$ cat src/rtl/seq_scan_ctrl.sv
// Frame controller: serialises valid/ready words MSB-first and counts pattern matches.
// Define SEQ_ABORT_EN to add the abort input for early frame termination.
module seq_scan_ctrl #(
    parameter int DATA_W = 8,
    parameter int PAT_W  = 4,
    parameter int CNT_W  = 8
) (
    input  logic              clk,
    input  logic              rst,
    input  logic              start,
    input  logic [PAT_W-1:0]  cfg_pattern,
    input  logic              cfg_overlap,
`ifdef SEQ_ABORT_EN
    input  logic              abort,
`endif
    input  logic              in_valid,
    input  logic [DATA_W-1:0] in_data,
    input  logic              in_last,
    output logic              in_ready,
    output logic              bit_out,
    output logic              bit_valid,
    output logic              match,
    output logic [CNT_W-1:0]  match_count,
    output logic              busy,
    output logic              done
);

    localparam int IDX_W  = $clog2(DATA_W);
    localparam int FILL_W = $clog2(PAT_W);
    localparam logic [IDX_W-1:0]  IDX_MAX  = IDX_W'(DATA_W - 1);
    localparam logic [FILL_W-1:0] FILL_MAX = FILL_W'(PAT_W - 1);

    typedef enum logic [1:0] {
        S_IDLE,
        S_WAIT,
        S_SHIFT,
        S_DONE
    } state_e;

    state_e             state_q;
    logic [PAT_W-1:0]   pat_q;
    logic               ovl_q;
    logic [DATA_W-1:0]  shreg_q;
    logic               last_q;
    logic [IDX_W-1:0]   idx_q;
    logic [PAT_W-2:0]   hist_q;
    logic [PAT_W-2:0]   hist_d;
    logic [FILL_W-1:0]  fill_q;
    logic [FILL_W-1:0]  fill_d;
    logic [CNT_W-1:0]   cnt_q;
    logic [CNT_W-1:0]   cnt_d;
    logic               in_ready_q;
    logic               bit_valid_q;
    logic               busy_q;
    logic               done_q;
    logic [PAT_W-1:0]   window;
    logic               match_w;
    logic               abort_w;

`ifdef SEQ_ABORT_EN
    assign abort_w = abort & (state_q != S_IDLE);
`else
    assign abort_w = 1'b0;
`endif

    // Window is the last PAT_W-1 bits plus the bit on the wire right now.
    assign window  = {hist_q, shreg_q[DATA_W-1]};
    assign match_w = bit_valid_q && (fill_q == FILL_MAX)
                     && (window == pat_q) && !abort_w;

    always_comb begin
        hist_d = hist_q;
        fill_d = fill_q;
        cnt_d  = cnt_q;
        if (bit_valid_q) begin
            if (match_w && !ovl_q) begin
                hist_d = '0;
                fill_d = '0;
            end else begin
                hist_d = window[PAT_W-2:0];
                if (fill_q != FILL_MAX) begin
                    fill_d = fill_q + 1'b1;
                end
            end
        end
        if (match_w && (cnt_q != {CNT_W{1'b1}})) begin
            cnt_d = cnt_q + 1'b1;
        end
    end

    always_ff @(posedge clk or negedge rst) begin
        if (!rst) begin
            state_q     <= S_IDLE;
            pat_q       <= '0;
            ovl_q       <= 1'b0;
            shreg_q     <= '0;
            last_q      <= 1'b0;
            idx_q       <= '0;
            hist_q      <= '0;
            fill_q      <= '0;
            cnt_q       <= '0;
            in_ready_q  <= 1'b0;
            bit_valid_q <= 1'b0;
            busy_q      <= 1'b0;
            done_q      <= 1'b0;
        end else if (abort_w) begin
            state_q     <= S_IDLE;
            in_ready_q  <= 1'b0;
            bit_valid_q <= 1'b0;
            busy_q      <= 1'b0;
            done_q      <= 1'b0;
        end else begin
            unique case (state_q)
                S_IDLE: begin
                    done_q <= 1'b0;
                    if (start) begin
                        pat_q      <= cfg_pattern;
                        ovl_q      <= cfg_overlap;
                        cnt_q      <= '0;
                        hist_q     <= '0;
                        fill_q     <= '0;
                        state_q    <= S_WAIT;
                        in_ready_q <= 1'b1;
                        busy_q     <= 1'b1;
                    end
                end
                S_WAIT: begin
                    if (in_valid) begin
                        shreg_q     <= in_data;
                        last_q      <= in_last;
                        idx_q       <= IDX_MAX;
                        state_q     <= S_SHIFT;
                        in_ready_q  <= 1'b0;
                        bit_valid_q <= 1'b1;
                    end
                end
                S_SHIFT: begin
                    shreg_q <= shreg_q << 1;
                    idx_q   <= idx_q - 1'b1;
                    hist_q  <= hist_d;
                    fill_q  <= fill_d;
                    cnt_q   <= cnt_d;
                    if (idx_q == '0) begin
                        bit_valid_q <= 1'b0;
                        if (last_q) begin
                            state_q <= S_DONE;
                            done_q  <= 1'b1;
                        end else begin
                            state_q    <= S_WAIT;
                            in_ready_q <= 1'b1;
                        end
                    end
                end
                S_DONE: begin
                    state_q <= S_IDLE;
                    done_q  <= 1'b0;
                    busy_q  <= 1'b0;
                end
                default: begin
                    state_q <= S_IDLE;
                end
            endcase
        end
    end

    assign in_ready    = in_ready_q;
    assign bit_out     = shreg_q[DATA_W-1];
    assign bit_valid   = bit_valid_q;
    assign match       = match_w;
    assign match_count = cnt_q;
    assign busy        = busy_q;
    assign done        = done_q;

endmodule

$ cat config.mk
export PLATFORM = sky130hd
export DESIGN_NAME = seq_scan_ctrl
export DESIGN_NICKNAME = d
export VERILOG_FILES = /design/src/rtl/seq_scan_ctrl.sv
export SDC_FILE = /design/constraint.sdc
export NUM_CORES = 1
export LEC_CHECK = 0
export CAP_MARGIN = 40
export CORE_MARGIN = 4
export CORE_UTILIZATION = 45
export DETAILED_ROUTE_END_ITERATION = 10
export PLACE_DENSITY = 0.81
export SYNTH_ARGS = -nofsm -noshare
export SYNTH_HDL_FRONTEND = slang
export SYNTH_SLANG_ARGS = --single-unit
$ cat constraint.sdc
create_clock -name clk -period 1.83 [get_ports clk]
set_clock_uncertainty 0.1 [all_clocks]
set_input_delay 0.2745 -clock clk [delete_from_list [all_inputs] [get_ports clk]]
set_output_delay 0.2745 -clock clk [all_outputs]
set_load 0.02 [all_outputs]
### Word-level counts from Yosys, hierarchy flattened

Index checks and enable logic that the tools add are counted.

| cells by class | value |
|---|---|
| $add $sub $neg | 3 |
| equal/unequal tests | 15 |
| mux-type cells | 33 |
| reductions and logical operators | 24 |

Operators with widths:

| operator | number |
|---|---|
| $pmux W8 S2 | 2 |
| $mux W8 | 3 |
| $mux W2 | 8 |
| $ne A2 B2 Y1 const B | 8 |
| $reduce_and A3 Y1 | 5 |
| $mux W3 | 4 |
| $pmux W3 S2 | 2 |
| $add A8 B1 Y8 const B | 1 |
| $mux W1 | 8 |
| $ne A8 B8 Y1 const B | 1 |
| $pmux W2 S4 | 1 |
| $reduce_and A2 Y1 | 4 |
| $reduce_bool A2 Y1 | 4 |
| $eq A2 B2 Y1 const B | 3 |
| $pmux W1 S2 | 3 |
| $reduce_and A5 Y1 | 1 |
| $eq A4 B4 Y1 | 1 |
| $logic_and A1 B1 Y1 | 4 |
| $pmux W2 S2 | 1 |
| $reduce_and A4 Y1 | 1 |
| $logic_not A3 Y1 | 1 |
| $ne A3 B3 Y1 const B | 1 |
| $pmux W1 S3 | 1 |
| $reduce_bool A3 Y1 | 1 |
| 6 further kinds | 6 |

| storage, ports and cells | value |
|---|---|
| register bits | 36 |
| output and inout port bits | 14 |
| logic and storage cells | 88 |

### Logic depth before layout (Yosys ltp)

Gate-level depths: netlist of run 1.

| logic depth | value |
|---|---|
| depth in word-level cells | 7 |
| mapped depth | 8 |
| mapped depth without buffers | 7 |

### Worst setup path before layout of run 1

Ideal clock, no wire load.

| timing | value |
|---|---|
| kind | reg2reg |
| from | register cnt_q[0] (netlist: match_count[0]) |
| to | register cnt_q[0] (netlist: match_count[0]) |
| library setup time | 0.125 ns |
| arrival | 1.666 ns |
| data required time | 1.605 ns |
| setup slack | -0.061 ns |
| stages on the path, launching flop included | 7 |
| buffers on the path | 1 |
| clock period less this slack | 1.891 ns |
| path through | dfrtp_1 -> ha_1 -> and4_1 -> nand2_1 -> a41o_1 -> buf_6 -> mux2_4 |

| between the ends | value |
|---|---|
| word-level cells in the longest chain between the ends | 4 |
| elaborated cells between the ends (all ways) | 7 |

Ends and longest elaborated chain:

| element | line | source |
|---|---|---|
| start, declared | 50 | `logic [CNT_W-1:0] cnt_q;` |
| start signal, assigned | 142 | `cnt_q <= cnt_d;` |
| branches (longest 4 deep; another with $add A8 B1 Y8) | n/a |  |

Several ways; the timed one is not identified. The select of a mux whose other input is x is not followed.
A chain may end at the register's enable or synchronous reset.

### Worst setup path after layout of run 1

| timing | value |
|---|---|
| from | register pat_q[1] |
| to | register cnt_q[0] (netlist: match_count[0]) |

| between the ends | value |
|---|---|
| word-level cells in the longest chain between the ends | 5 |

Ends and longest elaborated chain:

| element | line | source |
|---|---|---|
| start, declared | 41 | `logic [PAT_W-1:0] pat_q;` |
| start signal, assigned | 117 | `pat_q <= cfg_pattern;` |
| $eq A4 B4 Y1 | 69 | `&& (window == pat_q) && !abort_w;` |
| $logic_and A1 B1 Y1 | 69 |  |
| $logic_and A1 B1 Y1 | 86 | `if (match_w && (cnt_q != {CNT_W{1'b1}})) begin` |
| $ne A2 B2 Y1 (no source line) | n/a |  |
| $reduce_and A3 Y1 (no source line) | n/a |  |

No other way between the ends.

==> flow_summary.json, run 1 <==
{
  "dp_slack_ps": -74.7,
  "synth-seq-cells": 36,
  "yosys-mux-area-fraction": 0.0527,
  "rows": 23,
  "fp.dieH_um": 73.8,
  "synth_top_family_by_area": "compound AO/OA/AOI/OAI gates",
  "yosys.area.top_type": "dfrtp_1",
  "r2r_end": "match_count[0]",
  "antenna_found_initial": 0,
  "reg2reg_from": "pat_q[1]",
  "drive_above_1_share": 0.249,
  "synth_cell_types": 40,
  "cts_tree": "done",
  "cts_root_buf": "clkbuf_8",
  "vias_per_cell": 5.65,
  "nFillCells": 344,
  "r2r_slack_ps": 1,
  "relSlewSlack": 0.698,
  "worst-path-buf-inv": 1,
  "postPlaceCellArea_mm2": 0.00247,
  "ys_seq_area_frac": 0.463,
  "peakVddDrop_uv": 858,
  "rsz0062_at_grt": "true",
  "htree_levels": 2,
  "setup_viol": 0,
  "fmax_ghz": 0.547,
  "final.min_clock_period_ps": 1830,
  "critical_path_peak_fanout": 2,
  "synthToLayoutAreaGrowth_pct": 36.8,
  "drtAntennaViolNets": 0,
  "synth_fa_ha_area_frac": 0.0578,
  "synth-simple-area-share": 0.175,
  "path_clk_slew_ps": 80,
  "worstSetupStartpointType": "register",
  "reg2reg_depth": 5,
  "hold_class": "in -> async",
  "drtPass1Iterations": 4,
  "die-area_mm2": 0.00544,
  "slowest_delay_ps": 400,
  "coreArea_mm2": 0.00409,
  "power.density_mw_per_mm2": 1550,
  "crit_path_end_kind": "register",
  "track_usage": 0.187,
  "leakage_uw": 0.00116,
  "syn_nets": 229,
  "clock_sinks": 36,
  "worst_pin_slew_ps": 454,
  "top_usage_layer": "met2",
  "max_cap_viol_count": 0,
  "async_flop_share": 1.00,
  "synth_edf_count": 0,
  "fin_tns_setup_ps": 0,
  "cp.required_ps": 1920,
  "routed-via-count": 1756,
  "drc": 0,
  "grt_util_met2": 0.303,
  "gp_congestion": 0.829,
  "status": "finished clean",
  "grt_remaining_overflow": 0,
  "final_cells": 311,
  "path_delay_family": "flip-flops",
  "use_met1": 0.233,
  "min_period_over_period": 0.999,
  "avgSynthCellArea_um2": 9.64,
  "die_x_um": 73.8,
  "fin_area_mm2": 0.00266,
  "clk_path_buf_depth": 2,
  "diodes": 0,
  "arrival_ps": 1920,
  "yosysWarningCount": 0,
  "drv_slew": 0,
  "dp_hpwl_um": 3420,
  "synth_xor_xnor_area_share": 0.0219,
  "grt_max_degree": 37,
  "dp.cells": 299,
  "drtIter0Drc": 101,
  "seq_area_um2": 907,
  "crit_chain": "xnor2_1, nor4bb_1, buf_4, a41o_1, mux2_4",
  "critPathSlowestCell": "dfrtp_1",
  "numCtsBuffers": 5,
  "start_util": 0.476,
  "synth_compound_area_frac": 0.184,
  "portBuffers": 31,
  "drt_wl_total_um": 4680,
  "met3_usage": 0.0561,
  "fin_nets": 287,
  "io_pins": 32,
  "grt_first_pass_wirelength_um": 7720,
  "routedWlPerCell_um": 15.1,
  "syn-cell-area_mm2": 0.00195,
  "clock_latency_ps": 300,
  "multi_input_area_mm2": 0.00102,
  "grt_pass1_vias": 1714,
  "yosys-top-cells-area": "dfrtp_1 46%, ha_1 5.8%, o21ai_0 4.1%, nand2_1 3.7%, mux2_2 3.5%",
  "yosysTopAreaCellShare": 0.463,
  "netlist_instances": 202,
  "synthFlopType": "dfrtp_1",
  "criticalPathCategory": "reg -> reg",
  "fin_ws_ps": 1.33,
  "final-hold-violation-count": 0
}
where the power goes:
part	switching (uW)	internal [uW]	leakage, uW
registers	242	1100	0.000426
clock network	290	344	0.0000515
logic	1080	1070	0.000683
synthesized netlist by cell type (2+ instances only):
library cell	count
clkbuf_1	5
nand3_1	4
nand4_1	4
buf_6	2
buf_2	2
nor3_1	2
dfrtp_1	36
mux2_2	6
a41oi_1	5
xnor2_1	3
a31oi_1	7
nand2_1	19
nor2b_1	2
inv_1	9
and3_1	5
nand3b_1	3
or3_1	2
ha_1	9
mux2i_1	2
o21ai_0	16
nor2_1	14
nand2b_1	6
o22ai_1	10
o211ai_1	2
a21oi_1	12
layout make-up:
| class | instances | area share |
|---|---|---|
| multi-input combinational | 147 | 0.382 |
| sequential | 36 | 0.341 |
| timing repair buffer | 61 | 0.204 |
| clock buffer | 8 | 0.0376 |
| tap | 50 | 0.0235 |
| inverter | 9 | 0.0127 |
metrics by stage:
step           power (uW)  hold WS [ps]  utilization
6_report             4120           300        0.652
5_1_grt              4460           333        0.652
4_1_cts              3980           308        0.634
3_5_place_dp         3280           376        0.604
3_3_place_gp         3180           357        0.604
2_1_floorplan        2520          -121            -
logic make-up (layout without fill, tap and decap cells):
family          Yosys count  after routing
simple gates             67             67
compound gates           58             58
flops                    36             36
buf+inv                  19             78
fa+ha+maj                 9              9
mux                       9              9
xor+xnor                  4              4
what timing repair did:
action                                  in CTS  in global routing
setup buffers                                2                  2
hold buffers                                 0                  0
pin swaps                                    1                  4
endpoints found under the setup margin       5                 15
resized for setup                            8                 14
per-layer routing:
layer  routed length (um)  up-vias
li1                     -      856
met1                 2050      831
met2                 2250       60
met3                  309        9
met4                   72        0
met5                    0        -
cells in the final DEF (no fill, tap or decap), drive strengths merged, types with 2 or more instances in the layout:
| cell type | instances |
|---|---|
| nand2b | 6 |
| dlymetal6s2s | 2 |
| clkdlybuf4s50 | 28 |
| xnor2 | 3 |
| mux2 | 7 |
| mux2i | 2 |
| ha | 9 |
| and3 | 6 |
| nand4 | 4 |
| clkbuf | 8 |
| o22ai | 10 |
| o211ai | 2 |
| a21oi | 12 |
| nor2b | 2 |
| nand3b | 3 |
| or3 | 2 |
| inv | 9 |
| a41oi | 5 |
| dfrtp | 36 |
| nand2 | 20 |
| a31oi | 7 |
| buf | 31 |
| nor2 | 14 |
| nand3 | 4 |
| o21ai | 16 |
| nor3 | 2 |
worst max-delay path by stage:
stage	from	endpoint	cells after the start
after floorplan	fill_q[0]	match_count[0]	7
after detailed placement	start	fill_q[0]	5
after global routing	pat_q[1]	match_count[0]	5
after global placement	start	fill_q[0]	5
after CTS	bit_valid	bit_valid	2
final	pat_q[1]	match_count[0]	5
registers in the layout (all words and copies together), names as in the netlist:
signal,cells
match_count,8
shreg_q,8
pat_q,4
hist_q,3
idx_q,3
fill_q,2
state_q,2
bit_valid,1
busy,1
done,1
in_ready,1
last_q,1
ovl_q,1
(Power assumes the default switching activity.)
==> run 2, diff against run 1 <==
--- a/config.mk
+++ b/config.mk
@@ -6,10 +6,12 @@
 export NUM_CORES = 1
 export LEC_CHECK = 0
 export CAP_MARGIN = 40
+export CELL_PAD_IN_SITES_DETAIL_PLACEMENT = 2
+export CELL_PAD_IN_SITES_GLOBAL_PLACEMENT = 2
 export CORE_MARGIN = 4
-export CORE_UTILIZATION = 45
+export CORE_UTILIZATION = 30
 export DETAILED_ROUTE_END_ITERATION = 10
-export PLACE_DENSITY = 0.81
+export PLACE_DENSITY = 0.85
 export SYNTH_ARGS = -nofsm -noshare
 export SYNTH_HDL_FRONTEND = slang
 export SYNTH_SLANG_ARGS = --single-unit
==> run 2 against run 1 <==
The flow now finishes with violations (negative setup slack). Sequential share of layout area decreased by 1.7 points. Wire length increased by 50%. Critical path type is now reg -> out. Largest power group unchanged. Largest cell class unchanged. Power increased by 9.6%.
==> flow_summary.json, run 2 (synthesis results as in run 1) <==
{
  "portBuffers": 31,
  "leakage_uw": 0.00123,
  "coreArea_mm2": 0.00631,
  "rsz0062_at_grt": "true",
  "clk_path_buf_depth": 2,
  "fmax_ghz": 0.529,
  "worstSetupStartpoint": "pat_q[3]",
  "switching_share": 0.415,
  "worst_pin_slew_ps": 445,
  "r2r_end": "match_count[0]",
  "clock_latency_ps": 300,
  "drive_above_1_share": 0.282,
  "p_int_uw": 2650,
  "peakVddDrop_uv": 710,
  "layout_common_cells": "34 x buf_4, 32 x dfrtp_1, 27 x clkdlybuf4s50_1, 17 x nand2_1, 16 x o21ai_0",
  "hold_slack_ps": 246,
  "numCtsBuffers": 5,
  "drv_slew": 0,
  "die_x_um": 88.6,
  "p_comb_frac": 0.551,
  "cp.required_ps": 1460,
  "design_power_total_uw": 4520,
  "grt_first_pass_wirelength_um": 10400,
  "rows": 29,
  "power_frac_clock": 0.145,
  "vias_per_cell": 5.41,
  "fin_area_mm2": 0.00280,
  "die-area_mm2": 0.00784,
  "drc": 0,
  "arrival_ps": 1520,
  "cts_tree": "done",
  "reg2reg_from": "state_q[0]",
  "drtAntennaViolNets": 0,
  "grt_remaining_overflow": 0,
  "routed-via-count": 1854,
  "cp_num_cells": 4,
  "critPathSlowestCell": "dfrtp_1",
  "cp-endpoint": "match",
  "hold_class": "in -> async",
  "io_pins": 32,
  "dp_hpwl_um": 4580,
  "criticalPathCategory": "reg -> out",
  "grt_max_degree": 37,
  "path_clk_slew_ps": 80,
  "min_period_over_period": 1.03,
  "final-hold-violation-count": 0,
  "pwr-share-seq": 0.305,
  "cts_root_buf": "clkbuf_8",
  "worst-path-buf-inv": 1,
  "crit_chain": "xnor2_1, nand3_1, nor3_1, buf_4",
  "routedWlPerCell_um": 20.5,
  "power.density_mw_per_mm2": 1610,
  "r2r_slack_ps": -30,
  "failed_checks": "negative setup slack",
  "final.min_clock_period_ps": 1890,
  "ctsHoldBuffers": 0,
  "nFillCells": 674,
  "fp.dieH_um": 88.6,
  "final_common_cell": "buf_4",
  "drtIter0Drc": 67,
  "gp_congestion": 0.809,
  "diodes": 0,
  "status": "complete, but fails checks",
  "fin_nets": 292,
  "critical_path_peak_fanout": 2,
  "relSlewSlack": 0.702,
  "synthToLayoutAreaGrowth_pct": 44.0,
  "antenna_found_initial": 0,
  "slowest_delay_ps": 400,
  "clock_sinks": 36,
  "drt_wl_total_um": 7030,
  "setup_viol": 2,
  "worstSetupStartpointType": "register",
  "postPlaceCellArea_mm2": 0.00254,
  "path_delay_family": "flip-flops",
  "grt_pass1_vias": 2049,
  "reg2reg_depth": 6,
  "track_usage": 0.173,
  "start_util": 0.308,
  "netSwitchingPower_uw": 1870,
  "max_cap_viol_count": 0,
  "htree_levels": 2,
  "drtPass1Iterations": 4,
  "crit_path_end_kind": "output port",
  "fin_ws_ps": -61.6
}
-- run 2: cell types whose count changed in the layout (fill, tap and decap cells not counted), sizes merged --
cell           before  now
dlymetal6s2s        2    3
buf                31   36
clkdlybuf4s50      28   27
-- run 2: cell type report --
class	count	area, um2	share of cell area
multi-input combinational	147	1070	0.382
timing repair buffer	66	594	0.212
tap	77	96.3	0.0344
sequential	36	906	0.323
inverter	9	36.3	0.0129
clock buffer	8	100	0.0357
-- run 2: timing repair --
item / in CTS / in global routing
resized for setup: 10 / 22
setup endpoints to repair: 13 / 26
pin swaps: 2 / 7
cloned: 0 / 0
setup buffers: 3 / 3
-- run 2: layer usage --
layer | global-route usage | vias up | share of wire
met5 | 0 | - | 0
met4 | 0.0467 | 0 | 0.020
met3 | 0.0391 | 15 | 0.032
met2 | 0.313 | 38 | 0.51
met1 | 0.206 | 937 | 0.44
li1 | - | 864 | -
-- run 2: worst min path at each step --
stage / startpoint / endpoint / slack [ps] / cells after the start
2_1_floorplan: rst / bit_valid / -120 / 0
6_report: rst / match_count[5] / 250 / 2
3_3_place_gp: idx_q[0] / idx_q[0] / 350 / 1
4_1_cts: rst / match_count[4] / 260 / 2
3_5_place_dp: idx_q[0] / idx_q[0] / 370 / 1
5_1_grt: rst / match_count[5] / 270 / 2
-- run 2: power groups by stage --
stage          Sequential, uW  Combinational [uW]  Clock [uW]
2_1_floorplan            1370                1150           0
3_3_place_gp             1320                1940           0
3_5_place_dp             1360                2060           0
4_1_cts                  1340                2200         660
5_1_grt                  1420                2740         700
6_report                 1380                2490         653
-- run 2: through the flow --
step | util | instances | setup TNS (ps) | worst slack, ps
after floorplan | - | 202 | -2.38 | -2.38
after global placement | 0.402 | 329 | -57.1 | -43.5
after detailed placement | 0.402 | 329 | -534 | -110
after CTS | 0.422 | 340 | -48.3 | -29.3
after global routing | 0.444 | 343 | -1130 | -138
final | 0.444 | 343 | -90.8 | -61.6
